===== src/rtl/seed_pkg.sv =====
// Shared types and constants for the SEED host-side sequencer.
package seed_pkg;

  localparam int TEXT_W      = 128;
  localparam int TIMEOUT_DEF = 48;

  typedef enum logic [2:0] {
    IDLE  = 3'h0,
    START = 3'h1,
    KEY   = 3'h2,
    WAIT  = 3'h3,
    RESP  = 3'h4
  } state_t;

endpackage


===== src/rtl/seed_host_ctrl.sv =====
// SEED core sequencer: text beat, key beat, wait for done; response 2 cycles + core latency after accept.
// Response is held in RESP until i_fRspReady (no limit); requests are refused outside IDLE.
module seed_host_ctrl
  import seed_pkg::*;
#(
  parameter int TEXT_W  = seed_pkg::TEXT_W,
  parameter int TIMEOUT = TIMEOUT_DEF,
  parameter int CNT_W   = 6
) (
  input  logic              i_Clk,
  input  logic              i_Rst,
  input  logic              i_fReqValid,
  output logic              o_fReqReady,
  input  logic [TEXT_W-1:0] i_ReqText,
  input  logic [TEXT_W-1:0] i_ReqKey,
  input  logic              i_fReqDec,
  output logic [TEXT_W-1:0] o_CoreText,
  output logic              o_fCoreStart,
  output logic              o_fCoreDec,
  input  logic [TEXT_W-1:0] i_CoreText,
  input  logic              i_fCoreDone,
  output logic              o_fRspValid,
  input  logic              i_fRspReady,
  output logic [TEXT_W-1:0] o_RspText,
  output logic              o_fRspDec,
  output logic              o_fTimeout
);

  typedef struct packed {
    logic [TEXT_W-1:0] text;
    logic [TEXT_W-1:0] key;
    logic              dec;
  } req_t;

  state_t            state_q, state_d;
  req_t              req_q;
  logic [TEXT_W-1:0] rsp_text_q;
  logic              rsp_timeout_q;
  logic [CNT_W-1:0]  wdog_q;
  logic              wdog_end;

  assign wdog_end = (wdog_q == CNT_W'(TIMEOUT - 1));

  always_ff @(posedge i_Clk) begin
    if (i_Rst) state_q <= IDLE;
    else       state_q <= state_d;
  end

  always_comb begin
    state_d      = state_q;
    o_fReqReady  = 1'b0;
    o_fCoreStart = 1'b0;
    o_CoreText   = '0;
    o_fCoreDec   = 1'b0;
    o_fRspValid  = 1'b0;
    o_RspText    = '0;
    o_fRspDec    = 1'b0;
    o_fTimeout   = 1'b0;
    case (state_q)
      IDLE: begin
        o_fReqReady = 1'b1;
        if (i_fReqValid) state_d = START;
      end
      START: begin
        o_fCoreStart = 1'b1;
        o_CoreText   = req_q.text;
        o_fCoreDec   = req_q.dec;
        state_d      = KEY;
      end
      KEY: begin
        o_CoreText = req_q.key;
        o_fCoreDec = req_q.dec;
        state_d    = WAIT;
      end
      WAIT: begin
        o_fCoreDec = req_q.dec;
        if (i_fCoreDone || wdog_end) state_d = RESP;
      end
      RESP: begin
        o_fRspValid = 1'b1;
        o_RspText   = rsp_text_q;
        o_fRspDec   = req_q.dec;
        o_fTimeout  = rsp_timeout_q;
        if (i_fRspReady) state_d = IDLE;
      end
      default: state_d = IDLE;
    endcase
  end

  // Done takes priority over the watchdog terminal count in the same cycle.
  always_ff @(posedge i_Clk) begin
    if (i_Rst) begin
      req_q         <= '0;
      rsp_text_q    <= '0;
      rsp_timeout_q <= 1'b0;
      wdog_q        <= '0;
    end else begin
      case (state_q)
        IDLE: begin
          if (i_fReqValid) req_q <= '{text: i_ReqText, key: i_ReqKey, dec: i_fReqDec};
        end
        KEY: wdog_q <= '0;
        WAIT: begin
          wdog_q <= wdog_q + CNT_W'(1);
          if (i_fCoreDone) begin
            rsp_text_q    <= i_CoreText;
            rsp_timeout_q <= 1'b0;
          end else if (wdog_end) begin
            rsp_text_q    <= '0;
            rsp_timeout_q <= 1'b1;
          end
        end
        default: ;
      endcase
    end
  end

endmodule


===== config.mk =====
export PLATFORM = sky130hd
export DESIGN_NAME = seed_host_ctrl
export DESIGN_NICKNAME = d
export VERILOG_FILES = /design/src/rtl/seed_pkg.sv /design/src/rtl/seed_host_ctrl.sv
export SDC_FILE = /design/constraint.sdc
export NUM_CORES = 1
export LEC_CHECK = 0
export ABC_CLOCK_PERIOD_IN_PS = 2450
export CAP_MARGIN = 20
export CORE_AREA = 8 8 249 251
export DETAILED_ROUTE_END_ITERATION = 10
export DIE_AREA = 0 0 257 259
export PLACE_DENSITY = 0.61
export SYNTH_ARGS = -nofsm -noshare
export SYNTH_HDL_FRONTEND = slang
export SYNTH_SLANG_ARGS = --single-unit

===== constraint.sdc =====
create_clock -name i_Clk -period 2.45 [get_ports i_Clk]
set_input_delay 0.3675 -clock i_Clk [delete_from_list [all_inputs] [get_ports i_Clk]]
set_output_delay 0.3675 -clock i_Clk [all_outputs]
set_load 0.1 [all_outputs]

After elaboration in Yosys (flattened, before gate mapping)
Index checks and enable logic that the tools add are counted.

Eq/ne operators: 8. Reductions and logical operators: 8. Add/subtract/negate cells: 1. Muxes and demuxes: 17.

Operators by type and width (count): $mux W128 (3); $pmux W128 S2 (1); $pmux W3 S5 (1); $pmux W6 S2 (1); $mux W3 (3); $mux W1 (8); $add A6 B1 Y6 const B (1); $eq A3 B2 Y1 const B (2); $eq A6 B6 Y1 const B (1); $ne A2 B2 Y1 const B (3); $reduce_and A2 Y1 (2); $reduce_bool A2 Y1 (2); $eq A3 B1 Y1 const B (1); $eq A3 B3 Y1 const B (1); $logic_not A3 Y1 (1); $reduce_and A3 Y1 (1); $reduce_or A3 Y1 (1); $logic_or A1 B1 Y1 (1).

Logic and storage cells: 41. Flip-flop bits (word level): 395. Output and inout bits: 262. Input port bits: 390.

Depth between registers and ports, before layout
Depth after elaboration: 4. Gate-level depth with buffers: 7. Gate-level depth less buffers: 4.

Worst setup path before layout
OpenSTA, ideal clock, no wires.

Path kind: reg2out. Start: register state_q[0]. End: output o_fCoreDec. Path buffers: 2. Cell stages (with the launch flop): 5. Setup slack: -877 ps. Arrival time: 2959 ps. Data required time: 2082 ps. Cell sequence: dfxtp_1 -> buf_2 -> clkbuf_1 -> nor2_1 -> nor3b_1.

Word-level cells in the longest chain between the ends: 3. Elaborated cells between the ends (all ways): 5. Classes of those cells: 3 x eq/ne; 1 x mux; 1 x reduce/logical.

RTL lines: from (decl) (RTL line seed_host_ctrl.sv:35) `state_t state_q, state_d;`; from (signal assigned) (RTL line seed_host_ctrl.sv:46) `else state_q <= state_d;`; $eq A3 B2 Y1 or $eq A3 B1 Y1 (tied branches) (RTL line seed_host_ctrl.sv:59) `case (state_q)`; $reduce_or A3 Y1 (no line) *; $mux W1 * (RTL line seed_host_ctrl.sv:59); to (decl) (RTL line seed_host_ctrl.sv:19) `output logic o_fCoreDec,`.

Mark *: on every way between the ends. The rest lies on a longest branch, timed or not.

Worst setup path in the final report
Start: register state_q[1]. End: output o_RspText[17].

Word-level cells in the longest chain between the ends: 2.

RTL lines: $eq A3 B3 Y1 (RTL line seed_host_ctrl.sv:59); $mux W128 (RTL line seed_host_ctrl.sv:59); to (decl) (RTL line seed_host_ctrl.sv:24) `output logic [TEXT_W-1:0] o_RspText,`.

Every way passes these cells.

==> results.txt <==
----------------------------------------------------
[Pwr]
  Worst-case vdd ir drop ... 0.4853 mV
  Pwr dens ... 581.8 mW/mm2
  Leakage power summed over all cells ... 11.18 nW

[Floorplanning]
  Cell row count ... 89
  Io pins ... 652
  Die footprint ... 0.06656 mm2
  Starting density of the core ... 29.35%
  Core ar. ... 0.05824 mm2
  Width of the chip ... 257 um
  Height of the die ... 259 um

[Clock tree]
  TritonCTS clock tree ... yes
  Cts hold-fix bufs ... 0
  Max Buffers Root-to-Sink ... 3
  Number of buffers inserted during clock tree synthesis ... 46
  Number of H-tree levels ... 2
  Clock Pin Slew Worst Setup and Hold Paths ... 60 ps
  Clock root buffer ... sky130_fd_sc_hd__clkbuf_16
  Skew-Pair Late Insertion Delay ... 580 ps
  Clk sinks ... 395

[Synthesis]
  Synth area leaders ... sky130_fd_sc_hd__dfxtp_1, sky130_fd_sc_hd__a21oi_1, sky130_fd_sc_hd__nand2_1
  Syn_area_per_cell ... 8.218 um2
  Post-synthesis cell type with the largest combined area ... sky130_fd_sc_hd__dfxtp_1
  Synth warn ... 0
  Most used standard cell by instance count after synthesis ... sky130_fd_sc_hd__nand2_1
  Synth Net Count ... 2471
  Combined area of all synthesized cells ... 0.01709 mm2
  Portion of the post-synthesis area used by sequential elements ... 46.26%
  Yosys top cell area share ... 46.26%
  Most instantiated flip-flop cell in the synthesis netlist ... sky130_fd_sc_hd__dfxtp_1
  Cells after synthesis ... 2080
  Async set-reset flop share out of synthesis ... 0%
  Register bit total from synthesis ... 395
  Number of flops mapped to enable cells by yosys ... 0
  Count of distinct cell types in the synthesized netlist ... 41
  Most numerous cell types in the synthesized netlist ... sky130_fd_sc_hd__nand2_1, sky130_fd_sc_hd__dfxtp_1, sky130_fd_sc_hd__a21oi_1

[Timing]
  Maximum clock frequency ... 403.3 MHz
  Actual slew at the worst max-slew pin ... 761.9 ps
  Relative slew slack ... 49.21%
  Min Tclk post-route ... 2480 ps
  RSZ-0062 raised after global routing ... yes
  Number of failing setup endpoints in the final timing report ... 36
  Portion of the clock cycle consumed by the worst path in the final layout ... 101.2%
  Final worst-path setup slack ... -29.79 ps
  Final number of hold-violating endpoints ... 0
  Setup Skew ... 26.88 ps
  Final Slew Violations ... 0

[Global routing]
  Tot GR Track Use ... 21.06%
  Gr ovfl total ... 0
  Initial antenna violation count ... 17
  Global-route wire length before repair ... 111.3 mm
  Largest net degree at the start of global routing ... 103
  Via count of the first global-routing pass ... 17.92k

[Layout]
  Post-route core utilization ... 51.86%
  Share of cells above drive strength 1 ... 23.57%
  Nets ... 3057
  Sequential standard cell area ... 0.007919 mm2
  Area overhead of the layout relative to synthesis ... 76.70%
  Layout fillers ... 5080
  Total area of multi-input combinational cells ... 0.009031 mm2
  Final Non-Filler Cells ... 3475

[Setup path]
  Cells along the critical path ... buf_6, nor3b_4, buf_6, buf_12, buf_16, and2_4, buf_12
  Family with the most delay on the worst path ... buffers and inverters
  Crit end category ... primary output
  Worst-path cell with the longest stage delay ... sky130_fd_sc_hd__dfxtp_4
  Crit path DAT ... 2110 ps
  Maximum fanout along the worst path ... 16
  Worst setup slack for register-to-register paths ... 290 ps
  Critical path buffers and inverters ... 5
  Data required time of the worst path ... 2080 ps
  Element type at the critical path start ... flop
  Category of the critical setup timing path ... reg2out
  Largest stage delay on the critical path ... 370 ps

[Routing]
  Drt via density ... 5.214
  DRC marker count from the first detailed-route iteration ... 1163
  Drc violations ... 0
  Residual antenna-violating net count after detailed routing ... 0
  Total Wirelength ... 78.05 mm
  Vias after detailed routing ... 18.12k
  Pre-antenna DRT Iters ... 5
  Detailed-route wire length per cell ... 22.46 um

[Run]
  Max Cap Viol ... 0

[Outcome]
  Violations in the final reports ... negative setup slack
  Result of the run ... finished with violations

[Place]
  Cells after DPL ... 3341
  HPWL after DPL ... 50.66 mm
  Final weighted congestion of routability-driven global placement ... 0.8126
  Number of input and output port buffers inserted ... 651

[Worst hold path]
  Path class of the lowest-slack min-delay path ... in2reg

----------------------------------------------------
## area by class of cell
class                           count  area share, %
Timing Repair Buffer              757          35.95
Multi-Input combinational cell   1463          29.90
Sequential cell                   395          26.22
Clock buffer                       64          4.333
Tap cell                          773          3.202
Clock inverter                     12         0.2817
Antenna cell                        8        0.06628
Inverter                            3        0.04143
## cells by family (layout without fill, tap and decap cells)
logic type / count (synthesis) / count (layout) / synth area share [%]
buffers and inverters: 222 / 836 / 6.508
adder cells (fa/ha/maj): 1 / 1 / 0.07319
flip-flops: 395 / 395 / 46.26
AND/OR/NAND/NOR: 674 / 674 / 17.26
multiplexers: 1 / 1 / 0.05856
AO/OA/AOI/OAI: 787 / 787 / 29.84
other: 0 / 8 / 0
## layout by cell type, fill, tap and decap left out, types with 25 or more instances in the layout
cell	n
sky130_fd_sc_hd__a22o_4	71
sky130_fd_sc_hd__buf_12	290
sky130_fd_sc_hd__and2_1	25
sky130_fd_sc_hd__a22o_1	50
sky130_fd_sc_hd__clkbuf_16	58
sky130_fd_sc_hd__clkdlybuf4s50_1	388
sky130_fd_sc_hd__buf_4	35
sky130_fd_sc_hd__o211ai_1	129
sky130_fd_sc_hd__nand2_1	517
sky130_fd_sc_hd__dfxtp_1	392
sky130_fd_sc_hd__a21oi_1	388
sky130_fd_sc_hd__a22oi_1	128
sky130_fd_sc_hd__and2_4	98
## registers in the layout (all words and copies together), names as in the netlist
| name | cells |
|---|---|
| rsp_timeout_q | 1 |
| wdog_q | 6 |
| req_q | 257 |
| state_q | 3 |
| rsp_text_q | 128 |
## power breakdown
part | internal [mW] | total [mW] | switching [mW] | leakage, nW
Clock | 3.71 | 6.47 | 2.76 | 0.690
Sequential | 6.82 | 7.10 | 0.274 | 3.22
Combinational | 1.77 | 4.00 | 2.24 | 7.27
Total | 12.3 | 17.6 | 5.28 | 11.2
## worst paths after layout
kind | cells after the start | startpoint | endpoint
setup reg to reg | 7 | state_q[2]$_SDFFE_PP0P_ | req_q[30]$_SDFFE_PP0P_
setup / recovery | 7 | state_q[1]$_SDFFE_PP0P_ | o_RspText[17]
hold / removal | 2 | i_Rst | rsp_text_q[56]$_SDFFE_PP0P_
hold reg to reg | 2 | req_q[81]$_SDFFE_PP0P_ | req_q[81]$_SDFFE_PP0P_
## routing by layer
layer,wire length (um),share of wire [%],global-route usage (%),vias up
met3,6639,8.5,7.444,147
met2,38340,49,35.73,679
li1,-,-,-,8529
met4,2813,3.6,7.604,16
met5,111,0.14,0,-
met1,30150,39,24.36,8746
## per-stage QoR
stage               cell area (um2)  setup WS [ps]  power [mW]  setup TNS [ps]  hold slack [ps]
global placement              26960          255.3       10.73               0            440.5
CTS                           29370         -71.08       17.55           -2882            242.7
finish                        30200         -29.79       17.57          -646.3            260.1
detailed placement            26960          253.0       10.79               0            446.5
global route                  30200         -97.12       18.28           -8113            274.3
floorplan                     17130          77.94       9.161               0            435.9
## what timing repair did
item                                    in CTS  in global routing
gates resized for setup                    128                 91
setup buffers                               20                  6
pin swaps                                   45                 43
cloned                                      10                 16
endpoints found under the setup margin     259                230
Power figures use the tool's default switching activity.
